[config.mk]
export PLATFORM = sky130hd
export DESIGN_NAME = trax_move_uart_tx
export DESIGN_NICKNAME = d
export VERILOG_FILES = /design/src/rtl/trax_pkg.sv /design/src/rtl/uart_tx_byte.sv /design/src/rtl/trax_move_uart_tx.sv
export SDC_FILE = /design/constraint.sdc
export NUM_CORES = 1
export LEC_CHECK = 0
export BUFFER_PORTS_ARGS = -buffer_cell sky130_fd_sc_hd__clkbuf_2
export CAP_MARGIN = 5
export CORE_UTILIZATION = 45
export DETAILED_ROUTE_END_ITERATION = 16
export PLACE_DENSITY = 0.73
export REMOVE_ABC_BUFFERS = 1
export SLEW_MARGIN = 10
export SYNTH_ARGS = -nofsm -noshare
export SYNTH_HDL_FRONTEND = slang
export SYNTH_SLANG_ARGS = --single-unit
[constraint.sdc]
create_clock -name clk -period 2.6 [get_ports clk]
set_input_delay 0.78 -clock clk [delete_from_list [all_inputs] [get_ports clk]]
set_output_delay 0.78 -clock clk [all_outputs]
set_load 0.01 [all_outputs]
[src/rtl/trax_pkg.sv]
// rtl/trax_pkg.sv - shared Trax move-link constants, tile codes and move field helpers
package trax_pkg;

   localparam int MOVE_W = 22;

   typedef enum logic [1:0] {
      EMPTY  = 2'b00,
      PLUS   = 2'b01,
      SLASH  = 2'b10,
      BSLASH = 2'b11
   } tile_e;

   localparam logic [7:0] COL_BASE  = 8'h40;
   localparam logic [7:0] CH_ZERO   = 8'h30;
   localparam logic [7:0] CH_PLUS   = 8'h2B;
   localparam logic [7:0] CH_SLASH  = 8'h2F;
   localparam logic [7:0] CH_BSLASH = 8'h5C;
   localparam logic [7:0] CH_NL     = 8'h0A;

   function automatic logic [1:0] move_tile(input logic [MOVE_W-1:0] m);
      return m[21:20];
   endfunction

   function automatic logic [9:0] move_col(input logic [MOVE_W-1:0] m);
      return m[19:10];
   endfunction

   function automatic logic [9:0] move_row(input logic [MOVE_W-1:0] m);
      return m[9:0];
   endfunction

   function automatic logic [7:0] tile_char(input logic [1:0] t);
      case (tile_e'(t))
         PLUS:    return CH_PLUS;
         SLASH:   return CH_SLASH;
         default: return CH_BSLASH;
      endcase
   endfunction

endpackage

[src/rtl/uart_tx_byte.sv]
// rtl/uart_tx_byte.sv - 8N1 byte serializer; returns to idle for one cycle after each stop bit
module uart_tx_byte #(
   parameter int CLKS_PER_BIT = 434
) (
   input  logic       clk,
   input  logic       reset,
   input  logic       byte_valid,
   input  logic [7:0] byte_data,
   output logic       byte_ready,
   output logic       tx
);

   localparam logic [15:0] BAUD_LAST = 16'(CLKS_PER_BIT - 1);

   logic        active;
   logic [15:0] baud_cnt;
   logic [3:0]  bit_idx;
   logic [8:0]  shift;

   assign byte_ready = !active;

   // bit_idx 0 is the start bit, 1..8 data, 9 the stop bit
   always_ff @(posedge clk) begin
      if (reset) begin
         active   <= 1'b0;
         baud_cnt <= '0;
         bit_idx  <= '0;
         shift    <= '1;
         tx       <= 1'b1;
      end else if (!active) begin
         if (byte_valid) begin
            active   <= 1'b1;
            baud_cnt <= '0;
            bit_idx  <= '0;
            shift    <= {1'b1, byte_data};
            tx       <= 1'b0;
         end
      end else if (baud_cnt == BAUD_LAST) begin
         baud_cnt <= '0;
         if (bit_idx == 4'd9) begin
            active <= 1'b0;
            tx     <= 1'b1;
         end else begin
            bit_idx <= bit_idx + 4'd1;
            tx      <= shift[0];
            shift   <= {1'b1, shift[8:1]};
         end
      end else begin
         baud_cnt <= baud_cnt + 16'd1;
      end
   end

endmodule

[src/rtl/trax_move_uart_tx.sv]
// rtl/trax_move_uart_tx.sv - renders a 22-bit Trax move as ASCII notation on an 8N1 UART line
module trax_move_uart_tx
   import trax_pkg::*;
#(
   parameter int CLKS_PER_BIT = 434,
   parameter int MAX_COL_CHAR = 26
) (
   input  logic              clk,
   input  logic              reset,
   input  logic              move_valid,
   input  logic [MOVE_W-1:0] move_data,
   output logic              move_ready,
   output logic              tx,
   output logic              busy,
   output logic              done,
   output logic              err
);

   localparam logic [2:0] S_IDLE  = 3'd0;
   localparam logic [2:0] S_CHECK = 3'd1;
   localparam logic [2:0] S_CONV  = 3'd2;
   localparam logic [2:0] S_COL   = 3'd3;
   localparam logic [2:0] S_DIG   = 3'd4;
   localparam logic [2:0] S_TILE  = 3'd5;
   localparam logic [2:0] S_NL    = 3'd6;

   logic [2:0]        state;
   logic [MOVE_W-1:0] move_q;
   logic [1:0]        tile;
   logic [9:0]        col;
   logic [9:0]        row;
   logic [9:0]        work;
   logic [1:0]        place;
   logic [3:0]        digit;
   logic [3:0]        dig_buf [0:3];
   logic [2:0]        dig_cnt;
   logic [1:0]        dig_idx;
   logic              nl_sent;
   logic              bad;
   logic              finishing;
   logic              accept;
   logic              byte_valid;
   logic              byte_ready;
   logic              byte_fire;
   logic [7:0]        byte_data;

   function automatic logic [9:0] pow10(input logic [1:0] p);
      case (p)
         2'd0:    return 10'd1000;
         2'd1:    return 10'd100;
         default: return 10'd10;
      endcase
   endfunction

   assign tile = move_tile(move_q);
   assign col  = move_col(move_q);
   assign row  = move_row(move_q);
   assign bad  = (tile == EMPTY) || (col > 10'(MAX_COL_CHAR));

   // The cycle after the newline's stop bit behaves as IDLE so a held valid is taken there
   assign finishing  = (state == S_NL) && nl_sent && byte_ready;
   assign move_ready = (state == S_IDLE) || finishing;
   assign accept     = move_valid && move_ready;
   assign done       = finishing;
   assign busy       = (state != S_IDLE) && !finishing;
   assign err        = (state == S_CHECK) && bad;
   assign byte_fire  = byte_valid && byte_ready;

   always_comb begin
      byte_valid = 1'b0;
      byte_data  = CH_NL;
      case (state)
         S_COL: begin
            byte_valid = 1'b1;
            byte_data  = COL_BASE + {3'b000, col[4:0]};
         end
         S_DIG: begin
            byte_valid = 1'b1;
            byte_data  = CH_ZERO + {4'b0000, dig_buf[dig_idx]};
         end
         S_TILE: begin
            byte_valid = 1'b1;
            byte_data  = tile_char(tile);
         end
         S_NL: begin
            byte_valid = !nl_sent;
            byte_data  = CH_NL;
         end
         default: ;
      endcase
   end

   always_ff @(posedge clk) begin
      if (reset) begin
         state   <= S_IDLE;
         move_q  <= '0;
         work    <= '0;
         place   <= '0;
         digit   <= '0;
         dig_cnt <= '0;
         dig_idx <= '0;
         nl_sent <= 1'b0;
         for (int i = 0; i < 4; i++) dig_buf[i] <= '0;
      end else begin
         case (state)
            S_IDLE: begin
               if (accept) begin
                  move_q <= move_data;
                  state  <= S_CHECK;
               end
            end
            S_CHECK: begin
               if (bad) begin
                  state <= S_IDLE;
               end else begin
                  work    <= row;
                  place   <= '0;
                  digit   <= '0;
                  dig_cnt <= '0;
                  dig_idx <= '0;
                  state   <= S_CONV;
               end
            end
            // Leading zeros are dropped until the first non-zero digit; units always kept
            S_CONV: begin
               if (place == 2'd3) begin
                  dig_buf[dig_cnt[1:0]] <= work[3:0];
                  dig_cnt               <= dig_cnt + 3'd1;
                  state                 <= S_COL;
               end else if (work >= pow10(place)) begin
                  work  <= work - pow10(place);
                  digit <= digit + 4'd1;
               end else begin
                  if (digit != 4'd0 || dig_cnt != 3'd0) begin
                     dig_buf[dig_cnt[1:0]] <= digit;
                     dig_cnt               <= dig_cnt + 3'd1;
                  end
                  digit <= '0;
                  place <= place + 2'd1;
               end
            end
            S_COL: begin
               if (byte_fire) state <= S_DIG;
            end
            S_DIG: begin
               if (byte_fire) begin
                  if ({1'b0, dig_idx} == dig_cnt - 3'd1) state <= S_TILE;
                  else dig_idx <= dig_idx + 2'd1;
               end
            end
            S_TILE: begin
               if (byte_fire) begin
                  nl_sent <= 1'b0;
                  state   <= S_NL;
               end
            end
            S_NL: begin
               if (byte_fire) begin
                  nl_sent <= 1'b1;
               end else if (finishing) begin
                  if (accept) begin
                     move_q <= move_data;
                     state  <= S_CHECK;
                  end else begin
                     state <= S_IDLE;
                  end
               end
            end
            default: state <= S_IDLE;
         endcase
      end
   end

   uart_tx_byte #(
      .CLKS_PER_BIT(CLKS_PER_BIT)
   ) u_byte (
      .clk        (clk),
      .reset      (reset),
      .byte_valid (byte_valid),
      .byte_data  (byte_data),
      .byte_ready (byte_ready),
      .tx         (tx)
   );

endmodule

After elaboration in Yosys (flattened, before gate mapping) --
Memory sizes are Yosys's and may differ from the RTL's. A register that Yosys moved wholly into a read port is not among the register bits. Index checks and enable logic that the tools add are counted.
Word-level totals: flip-flop bits (word level) 78, RAM bits 16, memories kept 1
Memories:
- dig_buf | words 4, width 4, read ports 1, clocked after Yosys merged registers in 1, wr ports 4, RTL line trax_move_uart_tx.sv:35 | logic [3:0] dig_buf [0:3];
Operators by class: $add $sub $neg 10, order comparisons 2, equal/unequal tests 31, muxes and demuxes 86, bitwise gates (word level) 1, reduce and logical (&&, ||, !) cells 35
Operator list (count):
- $mux 10 | 10
- $mux 22 | 3
- $mux 16 | 3
- $pmux 22 s2 | 1
- $pmux 10 s2 | 2
- $mux 3 | 12
- $mux 4 | 9
- $mux 9 | 4
- $ne 2x2->1 const B | 16
- $mux 1 | 24
- $pmux 8 s3 | 1
- $pmux 3 s7 | 1
- $mux 2 | 9
- $add 16x1->16 const B | 1
- $eq 16x9->1 const B | 1
- $reduce_and 4->1 | 4
- $pmux 7 s2 | 1
- $reduce_and 3->1 | 4
- $ge 10x10->1 | 1
- $gt 10x5->1 const B | 1
- $reduce_bool 2->1 | 5
- $sub 10x10->10 | 1
- $eq 3x3->1 const B | 3
- $add 4x1->4 const B | 2
- 28 further kinds | 46

Depth between registers and ports, before layout --
depth after elaboration 14, depth in mapped cells 11, gate-level depth less buffers 10

Modules after synthesis --
A second synthesis with hierarchy kept.
Second synthesis, totals: cells, all modules 616, area total of the unflattened synthesis 5141.2 um^2
By module, submodules not included:
- trax_move_uart_tx | instances 1, cells each 432, area an instance 3584.7 um^2, seq. area each 1461.4 um^2
- uart_tx_byte | instances 1, cells each 184, area an instance 1556.5 um^2, seq. area each 600.6 um^2

Worst setup path before layout --
OpenSTA, ideal clock, no wires.
path type reg-to-reg, start register place[1], end memory dig_buf[2][0] (enable), arrival 2.253 ns, data required time 2.292 ns, path slack 0.039 ns, stages on the path, launching flop included 9, buffers on the path 0, clock period less this slack 2.561 ns, cells stage by stage dfxtp_1 > inv_1 > ha_1 > ha_1 > a211o_1 > a221oi_4 > o211ai_4 > o31ai_4 > a31o_1
RTL lines:
- start, declared | RTL line trax_move_uart_tx.sv:33 | logic [1:0] place;
- start signal, assigned | RTL line trax_move_uart_tx.sv:139 | place <= place + 2'd1;
- end, declared | RTL line trax_move_uart_tx.sv:35

Worst setup path after layout --
start register place[0], end register work[7]
On the way: cells in the longest elaborated chain, start to end 10
RTL lines:
- $eq 2x1->1 or $logic_not 2->1 (tied branches) | RTL line trax_move_uart_tx.sv:48 | case (p)
- $pmux 10 s2 | RTL line trax_move_uart_tx.sv:48
- $mux 10 | RTL line trax_move_uart_tx.sv:130 | end else if (work >= pow10(place)) begin
- $mux 10 | RTL line trax_move_uart_tx.sv:126 | if (place == 2'd3) begin
- $mux 10 | RTL line trax_move_uart_tx.sv:105 | case (state)
- $mux 10 | RTL line trax_move_uart_tx.sv:94 | if (reset) begin
- $sub 10x10->10 | RTL line trax_move_uart_tx.sv:131 | work <= work - pow10(place);
- $mux 10 | RTL line trax_move_uart_tx.sv:130
- $mux 10 | RTL line trax_move_uart_tx.sv:126
- $pmux 10 s2 | RTL line trax_move_uart_tx.sv:105
- end signal, assigned | RTL line trax_move_uart_tx.sv:116 | work <= row;
- end signal, assigned | RTL line trax_move_uart_tx.sv:131
- end, declared | RTL line trax_move_uart_tx.sv:32 | logic [9:0] work;
Several ways; a longest one is shown, not always the timed one. The select of a mux whose other input is x is not followed. A chain may end at the register's enable or synchronous reset.

==> summary.txt <==
Outcome
  – Status: completed

Routing
  – Routed vias: 4571
  – Final wirelength: 12200 µm
  – DRC Markers: 0
  – First-pass iteration count of the detailed router: 5
  – Post-route ant nets: 0
  – WL per Instance: 15.2 µm
  – Initial DRC Count: 233
  – DR vias/cell: 5.72

STA
  – Final worst path period share: 97.1%
  – Crit path time final: 2.52 ns
  – Headroom to the max-slew limit: 64.6%
  – Worst Tran Pin Value: 0.529 ns
  – Final max-slew violation count: 0
  – Final Skew: 0.00889 ns
  – Setup violators final: 0
  – Peak Freq: 396 MHz
  – Final Hold Viols: 0

Worst setup path
  – Crit-path max FO: 5
  – CP Cell Sequence: inv_4 > ha_2 > inv_2 > ha_1 > buf_4 > o2111ai_1 > o211ai_4 > buf_4 > buf_4 > o211ai_2 > buf_6 > a211oi_1 > nor3_1
  – Crit path required time: 2.83 ns
  – Cell family with most CP delay: compound AO/OA/AOI/OAI gates
  – Critical-path top delay cell: dfxtp_4
  – Critical Path AT: 2.75 ns
  – Critical Path Most Common Cell: buf_4
  – Worst path bufs/invs: 6
  – Critical path class: reg -> reg
  – Critical Path Start Type: flop
  – Crit end category: flop
  – CP peak stage delay: 0.37 ns

Job
  – Number of max-cap violations: 0

CTS
  – Skew-Pair Late Insertion Delay: 0.35 ns
  – Root Buffer: clkbuf_16
  – Clk buf depth: 2
  – # H-tree levels: 3
  – CTS Buf Count: 9
  – CTS Hold Bufs: 0
  – CTS sink cnt: 95
  – Reg clk slew, reported paths: 0.07 ns
  – TritonCTS clock tree: yes

Floorplan
  – Die area: 12000 µm²
  – Initial Util: 47.2%
  – Boundary pin count: 30
  – Area of the core: 11000 µm²
  – Row cnt: 38
  – Chip width: 110 µm
  – Die height: 110 µm

GRT
  – Total GRT Usage: 21.5%
  – Initial antenna violation count: 0
  – Remaining Overflow, GRT: 0
  – Vias in the first global route: 4273
  – Largest net degree at the start of global routing: 78
  – First-pass GRT wire length: 20000 µm

Yosys
  – Average size of a mapped cell: 8.52 µm²
  – Number of synthesized flops with an enable pin: 16
  – Synth Warn #: 0
  – Yosys reg bits: 95
  – Seq/Total Area, Yosys: 39.6%
  – Top cells by count, synth: nand2_1, dfxtp_1, a21oi_1, nor2_1, clkbuf_1
  – Top cells by area in the synthesized netlist: dfxtp_1, edfxtp_1, nand2_1
  – Post-synth ARST share: 0%
  – Share of the synthesized area in the top cell type: 30.4%
  – Top-count cell post-synth: nand2_1
  – Cells after Synth: 611
  – Synth Cell Area: 5200 µm²
  – Post-synth top flop: dfxtp_1
  – Biggest area consumer among synthesized cells: dfxtp_1
  – Synth cell types: 73

Layout
  – Area grow syn2layout: 16.4%
  – Number of fill cells: 968
  – Fin cells: 799
  – Share of cells above drive strength 1: 19.9%
  – Antenna diode count: 0
  – Nets: 700
  – Multi-input logic area: 2970 µm²
  – Register area: 2070 µm²

Power
  – Pleak: 2.19 nW
  – Peak supply drop: 0.000539 V
  – PwrDens: 536 nW/µm²
  – Total power: 3.25 mW

Placement
  – IO Port Bufs: 29
  – Placed Cells incl. Taps: 780
  – Final RePlAce weighted congestion: 0.852
  – HPWL after DPL: 8520 µm

Min path
  – Worst hold path class: reg -> reg
==> state kept, by name, summed over array words and instances, names as in the netlist, named ones only <==
name	count
move_q	22
dig_buf	16
u_byte.baud_cnt	16
work	10
u_byte.shift	8
digit	4
u_byte.bit_idx	4
dig_cnt	3
state	3
dig_idx	2
place	2
nl_sent	1
u_byte.active	1
u_byte.tx	1
==> kinds of logic after synthesis <==
group / Yosys count / share of synthesized area (%)
adders and majority gates: 21 / 5.19
and+or+nand+nor: 244 / 23.3
xor gates and xnor gates: 7 / 1.18
buffers and inverters: 60 / 4.54
muxes: 13 / 3.51
DFF: 95 / 39.6
AOI/OAI and AO/OA: 171 / 22.7
==> where the power goes <==
part	switching, mW	total (mW)	internal [mW]
Clock	0.611	1.30	0.689
Combinational	0.217	0.369	0.152
Sequential	0.0396	1.58	1.54
==> tightest hold or removal path, stage by stage, from the launching register on <==
cell and delay (ns):
dfxtp_1 0.31, nand2_1 0.05, a21oi_1 0.05
==> timing repair <==
item,4_1_cts,5_1_grt
pin swaps,6,11
resized for setup,12,13
buffers inserted,2,1
setup endpoints to repair,36,44
==> layer usage <==
layer / part of all wire, % / track usage [%]
met5: 0 / 0
met2: 51 / 38.3
met3: 3.0 / 4.21
met4: 1.5 / 8.57
met1: 44 / 25.3
==> worst paths after layout <==
kind              from        end  slack (ns)  cells past startpoint
max           place[0]    work[7]        0.08                     13
min          move_q[8]  move_q[8]        0.46                      2
max reg2reg   place[0]    work[7]        0.08                     13
min reg2reg  move_q[8]  move_q[8]        0.46                      2
==> stage by stage <==
stage / instance area, µm² / util, % / hold slack (ns) / worst slack [ns] / setup TNS, ns
finish: 6060 / 54.9 / 0.458 / 0.0756 / 0
global route: 6060 / 54.9 / 0.490 / -0.0255 / -0.110
CTS: 6010 / 54.5 / 0.458 / 0.0171 / 0
detailed placement: 5660 / 51.3 / 0.448 / -0.133 / -2.80
global placement: 5660 / 51.3 / 0.443 / -0.0303 / -0.434
floorplan: 5060 / - / 0.427 / 0.0357 / 0
==> cell type report <==
type | count | area share [%]
Clock inverter | 6 | 0.826
Clock buffer | 10 | 3.94
Sequential cell | 95 | 34.1
Timing Repair Buffer | 68 | 7.56
Tap cell | 140 | 2.89
Inverter | 24 | 1.57
Multi-Input combinational cell | 456 | 49.1
==> layout by cell type, fill, tap and decap left out, types with 9 or more instances in the layout <==
cell	instances
a211oi_1	10
a21oi_1	64
buf_4	36
clkbuf_16	9
clkbuf_2	28
dfxtp_1	76
edfxtp_1	16
ha_1	16
inv_1	19
nand2_1	92
nand2b_1	10
nand3_1	14
nor2_1	61
nor3_1	11
o21ai_0	21
o21ai_1	11
No activity file was read; power rests on OpenSTA's default activity.
